--- config.mk ---
export PLATFORM = sky130hd
export DESIGN_NAME = ahb_sram_ctrl
export DESIGN_NICKNAME = d
export VERILOG_FILES = /design/src/rtl/ahb_sram_ctrl_pkg.sv /design/src/rtl/ahb_sram_wmerge.sv /design/src/rtl/ahb_sram_ctrl.sv
export SDC_FILE = /design/constraint.sdc
export NUM_CORES = 1
export LEC_CHECK = 0
export ABC_AREA = 1
export CAP_MARGIN = 15
export CORE_ASPECT_RATIO = 1.75
export CORE_MARGIN = 2
export CORE_UTILIZATION = 33
export DETAILED_ROUTE_END_ITERATION = 10
export GPL_TIMING_DRIVEN = 0
export PLACE_DENSITY_LB_ADDON = 0.08
export SLEW_MARGIN = 20
export SYNTH_ARGS = -nofsm -noshare
export SYNTH_HDL_FRONTEND = slang
export SYNTH_SLANG_ARGS = --single-unit
--- constraint.sdc ---
create_clock -name clk -period 2.1 [get_ports clk]
set_input_delay 0.42 -clock clk [delete_from_list [all_inputs] [get_ports clk]]
set_output_delay 0.42 -clock clk [all_outputs]
set_load 0.1 [all_outputs]
--- src/rtl/ahb_sram_ctrl_pkg.sv ---
// Shared definitions for the AHB-Lite to single-port SRAM bridge:
// transfer encodings, FSM states and lane-selection helpers.
package ahb_sram_ctrl_pkg;

   localparam int         HTRANS_VALID_BIT = 1;
   localparam logic [2:0] HSIZE_BYTE       = 3'd0;
   localparam logic [2:0] HSIZE_HALF       = 3'd1;
   localparam logic [2:0] HSIZE_WORD       = 3'd2;

   typedef enum logic [2:0] {
      ST_IDLE,
      ST_WR,
      ST_RMW_RD,
      ST_RMW_WR,
      ST_ERR1,
      ST_ERR2
   } state_t;

   // Oversized or naturally misaligned transfers are refused with ERROR.
   function automatic logic size_error(input logic [2:0] size, input logic [1:0] offset);
      logic err;
      err = 1'b0;
      if (size > HSIZE_WORD)
         err = 1'b1;
      else if (size == HSIZE_WORD && offset != 2'd0)
         err = 1'b1;
      else if (size == HSIZE_HALF && offset[0])
         err = 1'b1;
      return err;
   endfunction

   function automatic logic [3:0] lane_mask(input logic [2:0] size, input logic [1:0] offset);
      logic [3:0] mask;
      case (size)
         HSIZE_BYTE: mask = 4'b0001 << offset;
         HSIZE_HALF: mask = offset[1] ? 4'b1100 : 4'b0011;
         default:    mask = 4'b1111;
      endcase
      return mask;
   endfunction

endpackage

--- src/rtl/ahb_sram_wmerge.sv ---
// Byte-lane merge for sub-word writes: lanes addressed by the transfer come
// from hwdata, all other lanes keep the word read back from the RAM.
module ahb_sram_wmerge
   import ahb_sram_ctrl_pkg::*;
(
   input  logic [31:0] old_word,
   input  logic [31:0] wdata,
   input  logic [1:0]  offset,
   input  logic [2:0]  size,
   output logic [31:0] merged
);

   logic [3:0] mask;

   always_comb begin
      mask   = lane_mask(size, offset);
      merged = old_word;
      for (int i = 0; i < 4; i++) begin
         if (mask[i])
            merged[8*i +: 8] = wdata[8*i +: 8];
      end
   end

endmodule

--- src/rtl/ahb_sram_ctrl.sv ---
// AHB-Lite slave driving a single-port synchronous RAM: zero-wait reads,
// one-cycle word writes, read-modify-write for byte/halfword writes.
module ahb_sram_ctrl
   import ahb_sram_ctrl_pkg::*;
#(
   parameter int ADDR_WIDTH = 12
) (
   input  logic                  clk,
   input  logic                  rstn,
   input  logic                  hsel,
   input  logic [31:0]           haddr,
   input  logic [1:0]            htrans,
   input  logic                  hwrite,
   input  logic [2:0]            hsize,
   input  logic [31:0]           hwdata,
   input  logic                  hready,
   output logic                  hreadyout,
   output logic                  hresp,
   output logic [31:0]           hrdata,
   output logic                  ram_cen,
   output logic                  ram_wen,
   output logic [ADDR_WIDTH-1:0] ram_addr,
   output logic [31:0]           ram_data,
   input  logic [31:0]           ram_q
);

   state_t                state, state_nxt;
   logic [ADDR_WIDTH-1:0] wr_addr;
   logic [1:0]            wr_offset;
   logic [2:0]            wr_size;
   logic                  rd_dphase;
   logic                  pending, accept, accept_rd, err_req;
   logic [31:0]           merged;

   // Upper address bits alias the RAM window, and only htrans[1] qualifies a transfer.
   logic unused_ok;
   assign unused_ok = ^{haddr[31:ADDR_WIDTH+2], htrans[0]};

   assign pending = hsel & htrans[HTRANS_VALID_BIT];
   assign accept  = pending & hready;
   assign err_req = size_error(hsize, haddr[1:0]);

   ahb_sram_wmerge u_wmerge (
      .old_word (ram_q),
      .wdata    (hwdata),
      .offset   (wr_offset),
      .size     (wr_size),
      .merged   (merged)
   );

   always_comb begin
      state_nxt = state;
      hreadyout = 1'b1;
      hresp     = 1'b0;
      ram_cen   = 1'b0;
      ram_wen   = 1'b0;
      ram_addr  = '0;
      ram_data  = '0;
      accept_rd = 1'b0;
      case (state)
         ST_IDLE, ST_ERR2: begin
            hresp     = (state == ST_ERR2);
            state_nxt = ST_IDLE;
            if (accept) begin
               if (err_req)
                  state_nxt = ST_ERR1;
               else if (!hwrite) begin
                  // Reads are issued straight from the address phase so data is back next cycle.
                  accept_rd = 1'b1;
                  ram_cen   = 1'b1;
                  ram_addr  = haddr[ADDR_WIDTH+1:2];
               end else if (hsize == HSIZE_WORD)
                  state_nxt = ST_WR;
               else
                  state_nxt = ST_RMW_RD;
            end
         end
         ST_WR: begin
            ram_cen   = 1'b1;
            ram_wen   = 1'b1;
            ram_addr  = wr_addr;
            ram_data  = hwdata;
            // Hold off a following transfer so a read never collides with this write.
            hreadyout = !pending;
            state_nxt = ST_IDLE;
         end
         ST_RMW_RD: begin
            ram_cen   = 1'b1;
            ram_addr  = wr_addr;
            hreadyout = 1'b0;
            state_nxt = ST_RMW_WR;
         end
         ST_RMW_WR: begin
            ram_cen   = 1'b1;
            ram_wen   = 1'b1;
            ram_addr  = wr_addr;
            ram_data  = merged;
            hreadyout = !pending;
            state_nxt = ST_IDLE;
         end
         ST_ERR1: begin
            hresp     = 1'b1;
            hreadyout = 1'b0;
            state_nxt = ST_ERR2;
         end
         default: state_nxt = ST_IDLE;
      endcase
   end

   always_ff @(posedge clk or negedge rstn) begin
      if (!rstn) begin
         state     <= ST_IDLE;
         rd_dphase <= 1'b0;
      end else begin
         state     <= state_nxt;
         rd_dphase <= accept_rd;
      end
   end

   // Address-phase capture; meaningful only while a write data phase is active.
   always_ff @(posedge clk) begin
      if (accept) begin
         wr_addr   <= haddr[ADDR_WIDTH+1:2];
         wr_offset <= haddr[1:0];
         wr_size   <= hsize;
      end
   end

   assign hrdata = rd_dphase ? ram_q : 32'h0;

endmodule
### Yosys cells after proc, flatten, opt, wreduce, memory -nomap -nowiden

Cells that the tools add are included.

* output and inout bits: 80
* input port bits: 106
* memories: 0
* bits in read-only memories: 0
* memory bits (writable): 0
* register bits: 21
* bits in latches: 0
* word-level logic and storage cells: 55

* $add $sub $neg: 0
* order comparisons: 1
* $mul: 0
* shift operators: 1
* mux-type cells: 28
* reductions and logical operators: 10
* bitwise logic cells: 2
* equality and inequality tests: 8
* divide/modulo/power cells: 0

Operators by type and width (number)
* case mux 32 bit (2 select lines): 1
* two-way mux 12 bit: 3
* two-way mux 32 bit: 1
* two-way mux 8 bit: 4
* case mux 12 bit (2 select lines): 1
* == test 3 x 1 -> 1 bit (second input constant): 3
* == test 3 x 2 -> 1 bit (second input constant): 3
* case mux 3 bit (3 select lines): 1
* two-way mux 1 bit: 8
* case mux 4 bit (2 select lines): 1
* == test 3 bit (second input constant): 2
* zero test 3 bit: 2
* two-way mux 3 bit: 2
* case mux 1 bit (2 select lines): 3
* OR reduction 2 bit: 3
* two-way mux 2 bit: 2
* two-way mux 4 bit: 1
* << shifter 1 x 2 -> 4 bit (first input constant): 1
* greater-than comparator 3 x 2 -> 1 bit (second input constant): 1
* OR reduction 3 bit: 1
* bitwise AND 1 bit: 2
* logical AND 1 bit: 2
* nonzero test 2 bit: 1
* zero test 1 bit: 1

### Logic depth before layout (Yosys ltp)

* word-level depth: 8
* depth in mapped cells: 8
* depth with buffers taken out: 7

### Cells and area by module

Synthesis repeated with hierarchy kept, for this count alone.

* cell total of the unflattened synthesis: 420
* area total of the unflattened synthesis: 2438.6 sq um

By module, submodules not included
* ahb_sram_ctrl: area an instance 1816.7 sq um, sequential area each 610.6 sq um, times used 1, cells an instance 298
* ahb_sram_wmerge: area an instance 621.8 sq um, sequential area each 0.0 sq um, times used 1, cells an instance 122

### Worst setup path after synthesis

Ideal clock, no wire load.

* path kind: register to output
* start: register state[0]
* end: output hreadyout
* stages on the path, launching flop included: 5
* slack: -0.524 ns
* data arrival time: 2.204 ns
* buffers on the path: 0
* required time: 1.680 ns
* cells stage by stage: dfrtp_1 > inv_2 > nand3_1 > o21ai_1 > a31oi_1

* word-level cells in the longest chain between the ends: 3
* elaborated cells on any way between the ends: 7
* those cells by class: 4 x eq/ne; 1 x mux; 2 x reduce/logical

Ends and longest elaborated chain
* start, declared: RTL line ahb_sram_ctrl.sv:27 `state_t state, state_nxt;`
* start signal, assigned: RTL line ahb_sram_ctrl.sv:115 `state <= state_nxt;`
* == test 3 bit, or another cell as far along: RTL line ahb_sram_ctrl.sv:60 `case (state)`
* OR reduction 2 bit (no source line)
* case mux 1 bit (2 select lines) (*): RTL line ahb_sram_ctrl.sv:60
* end, declared: RTL line ahb_sram_ctrl.sv:17 `output logic hreadyout,`

Every way passes the cells marked *; elsewhere a longest branch is shown, timed or not.

### Final worst setup path

* start: register wr_size[0]
* end: output ram_data[12]

* word-level cells in the longest chain between the ends: 4
* elaborated cells on any way between the ends: 5
* those cells by class: 1 x eq/ne; 3 x mux; 1 x reduce/logical

Ends and longest elaborated chain
* start, declared: RTL line ahb_sram_ctrl.sv:30 `logic [2:0] wr_size;`
* start signal, assigned: RTL line ahb_sram_ctrl.sv:125 `wr_size <= hsize;`
* == test 3 x 1 -> 1 bit or zero test 3 bit (tied branches): RTL line ahb_sram_ctrl_pkg.sv:34 `case (size)`
* case mux 4 bit (2 select lines) (*): RTL line ahb_sram_ctrl_pkg.sv:34
* two-way mux 8 bit (*): RTL line ahb_sram_wmerge.sv:19 `if (mask[i])`
* case mux 32 bit (2 select lines) (*): RTL line ahb_sram_ctrl.sv:60
* end, declared: RTL line ahb_sram_ctrl.sv:23 `output logic [31:0] ram_data,`

Marked as above.

==> flow_summary.toml <==
[floorplanning]
dieHeight_um = 105
coreArea_um2 = 5590
initial_core_util = 0.342
fp-row-count = 36
dieArea_um2 = 6430
ios = 186
die_w_um = 61.5

[sta]
rsz0062_at_grt = "yes"
finalCritPeriodShare = 1.04
skew_ps = 1.09
fin_setup_tns_ps = -824
timing.hold.ws_ps = 353
hold_viol_final = 0
setup_viol = 13
setup_ws_ps = -93.1
period_needed_ps = 2190
max_freq_ghz = 0.456
worstMarginPinSlew_ps = 583
maxSlewHeadroom = 0.613
slew_viol_final = 0

[layout]
diodes = 0
final_core_util = 0.827
final_area_um2 = 4620
nets = 616
num-fill-cells = 363
drive_gt1_frac = 0.411
area_growth_pct = 142
instances_no_fill = 585

[synth]
synth_top_area_share = 0.271
yosysMostFrequentCell = "nand2_1"
synthFlopType = "edfxtp_1"
synth.top_cells.by_count = "nand2_1, inv_1, nand3_1"
synth_edf_count = 17
ys_ff_latch = 21
synth_area_leader_cell = "nand2_1"
synth_nets = 422
ys_types = 24
avgSynthCellArea_um2 = 6.04
synth_area_um2 = 1910
yosysWarnings = 0
synthArstFlopShare = 0.190
netlist_instances = 316
synth.top_cells.by_area = "nand2_1, edfxtp_1, nand3_1"
ys_seq_area_frac = 0.320

[power]
fin_total_pwr_mw = 5.18
swShare = 0.595
pwr-share-seq = 0.107
p_leak_nw = 2.38
p_sw_mw = 3.08
combPwrFrac = 0.839
irDropWorstVdd_mv = 0.802
cellInternalPower_mw = 2.10
power_per_cell_area_nw_per_um2 = 1120
clkPwrFrac = 0.054

[critical_path]
crit_start = "wr_size[0]$_DFFE_PN_"
critPathKind = "reg2out"
r2r_slack_ps = 840
worstRegToRegCells = 5
critPathSlowestCell = "edfxtp_1"
endpoint = "ram_data[12]"
crit_path_max_incr_delay_ps = 410
r2r_start = "state[0]$_DFF_PN0_"
crit_path_cell_trace = "or2_4 > buf_6 > nand2_4 > nand2_4 > nor2_4 > buf_12 > nand2_2 > nand2_2 > buf_12"
required_ps = 1680
cp-end-kind = "output pin"
arrival_ps = 1770
startpoint_type = "flop"
reg2reg_to = "state[1]$_DFF_PN0_"
path_max_fanout = 6

[route]
drt-wirelength-per-cell_um = 15.9
wl_um = 9330
dr.pass1.iters = 4
drt-initial-drc-count = 151
drc = 0
drtAntennaViolNets = 0
vias_per_cell = 4.83
via_count = 2826

[cts]
clkLatencyLatePin_ps = 280
clockBufferDepth = 2
clk_pin_slew_ps = 80
cts_hold_buf = 0
cts_made_buffers = 3
clock_sinks = 21
cts_tree = "yes"
htreeDepth = 1
clock_tree.root_cell = "clkbuf_8"

[placement]
place_area_um2 = 3720
numPortBuffers = 166
dpl.cell_count = 558
pre_cts_slack_ps = -1390
gp_congestion = 0.906
hpwlAfterDp_um = 6000

[outcome]
run_status = "finished, violations left"
violations = "negative setup slack"

[grt]
grt_pass1_vias = 2557
antenna_found_initial = 0
grt_overflow = 0
track_usage = 0.247
grt_max_degree = 14
grt_pass1_wl_um = 12300

[min_path]
hp-class = "in2async"

[job]
maxCapViolCount = 0
power by group through the flow:
| stage | registers, mW | clock network [mW] | logic [mW] |
|---|---|---|---|
| floorplan | 0.530 | 0 | 2.56 |
| global placement | 0.532 | 0 | 3.36 |
| detailed placement | 0.535 | 0 | 3.38 |
| CTS | 0.530 | 0.273 | 3.75 |
| finish | 0.554 | 0.282 | 4.35 |
| global route | 0.559 | 0.292 | 4.46 |
sequential cells by signal, summed over array words and instances (netlist names):
name / flops
rd_dphase: 1
state: 3
wr_size: 3
wr_offset: 2
wr_addr: 12
critical path, delay by kind of cell, from the launching register on:
kind	cells	cell delay, ps
simple gates	6	660
buf+inv	3	420
flops	1	410
worst min-delay path by stage:
stage / start / endpoint / slack [ps] / cells after the start
after floorplan: rstn / rd_dphase$_DFF_PN0_ / 120 / 0
after global placement: rstn / rd_dphase$_DFF_PN0_ / 640 / 1
after detailed placement: rstn / rd_dphase$_DFF_PN0_ / 640 / 1
after CTS: rstn / rd_dphase$_DFF_PN0_ / 350 / 1
after global routing: rstn / rd_dphase$_DFF_PN0_ / 360 / 1
final: rstn / state[1]$_DFF_PN0_ / 350 / 1
logic make-up (layout without fill, tap and decap cells):
group / Yosys count / in the layout / synth area share
AO/OA/AOI/OAI: 4 / 4 / 0.0138
AND/OR/NAND/NOR: 222 / 222 / 0.516
buffers and inverters: 69 / 262 / 0.150
flip-flops: 21 / 21 / 0.320
layer usage:
| metal | routed length (um) | part of all wire | global-route usage | vias to the layer above |
|---|---|---|---|---|
| met3 | 860 | 0.092 | 0.0507 | 32 |
| met2 | 5150 | 0.55 | 0.465 | 147 |
| met1 | 2920 | 0.31 | 0.246 | 1278 |
| met5 | 0 | 0 | 0 | - |
| met4 | 396 | 0.042 | 0.0881 | 0 |
| li1 | - | - | - | 1369 |
final cells by class:
| type | count | area (um2) | area share |
|---|---|---|---|
| buffer | 12 | 110 | 0.0238 |
| clock buffer | 3 | 41.3 | 0.00894 |
| clock inverter | 1 | 5.00 | 0.00108 |
| inverter | 57 | 219 | 0.0474 |
| multi-input combinational | 226 | 1310 | 0.284 |
| sequential | 21 | 613 | 0.133 |
| tap | 76 | 95.1 | 0.0206 |
| timing repair buffer | 189 | 2220 | 0.481 |
what timing repair did:
action | CTS | global route
buffers inserted | 8 | 12
pin swaps | 11 | 44
gates resized for setup | 555 | 139
cloned | 2 | 1
setup endpoints to repair | 80 | 69
layout by cell type (no fill, tap or decap):
master           instances
edfxtp_1                17
a21oi_4                  1
clkinv_4                 1
clkbuf_8                 3
dlymetal6s2s_1           4
nand2_2                 50
nand3_4                  4
clkinv_2                 1
clkbuf_4                 4
nand2_1                 79
bufbuf_16                1
buf_6                   11
dlygate4sd2_1            5
clkbuf_2                 3
clkdlybuf4s15_2          3
buf_2                   22
nor2_4                   7
inv_1                   52
dfrtp_1                  2
or2_4                    1
nand3_2                  5
buf_4                   24
nand3_1                 34
clkdlybuf4s50_1         77
o21ai_1                  1
nand3b_1                 1
o22ai_1                  1
a31oi_2                  1
nor2_2                   2
nand2_4                 12
nor2_1                  15
dfrtp_2                  2
buf_12                  47
nand4_1                 12
inv_2                    4
Note: power is estimated with default switching activity, not from simulation.
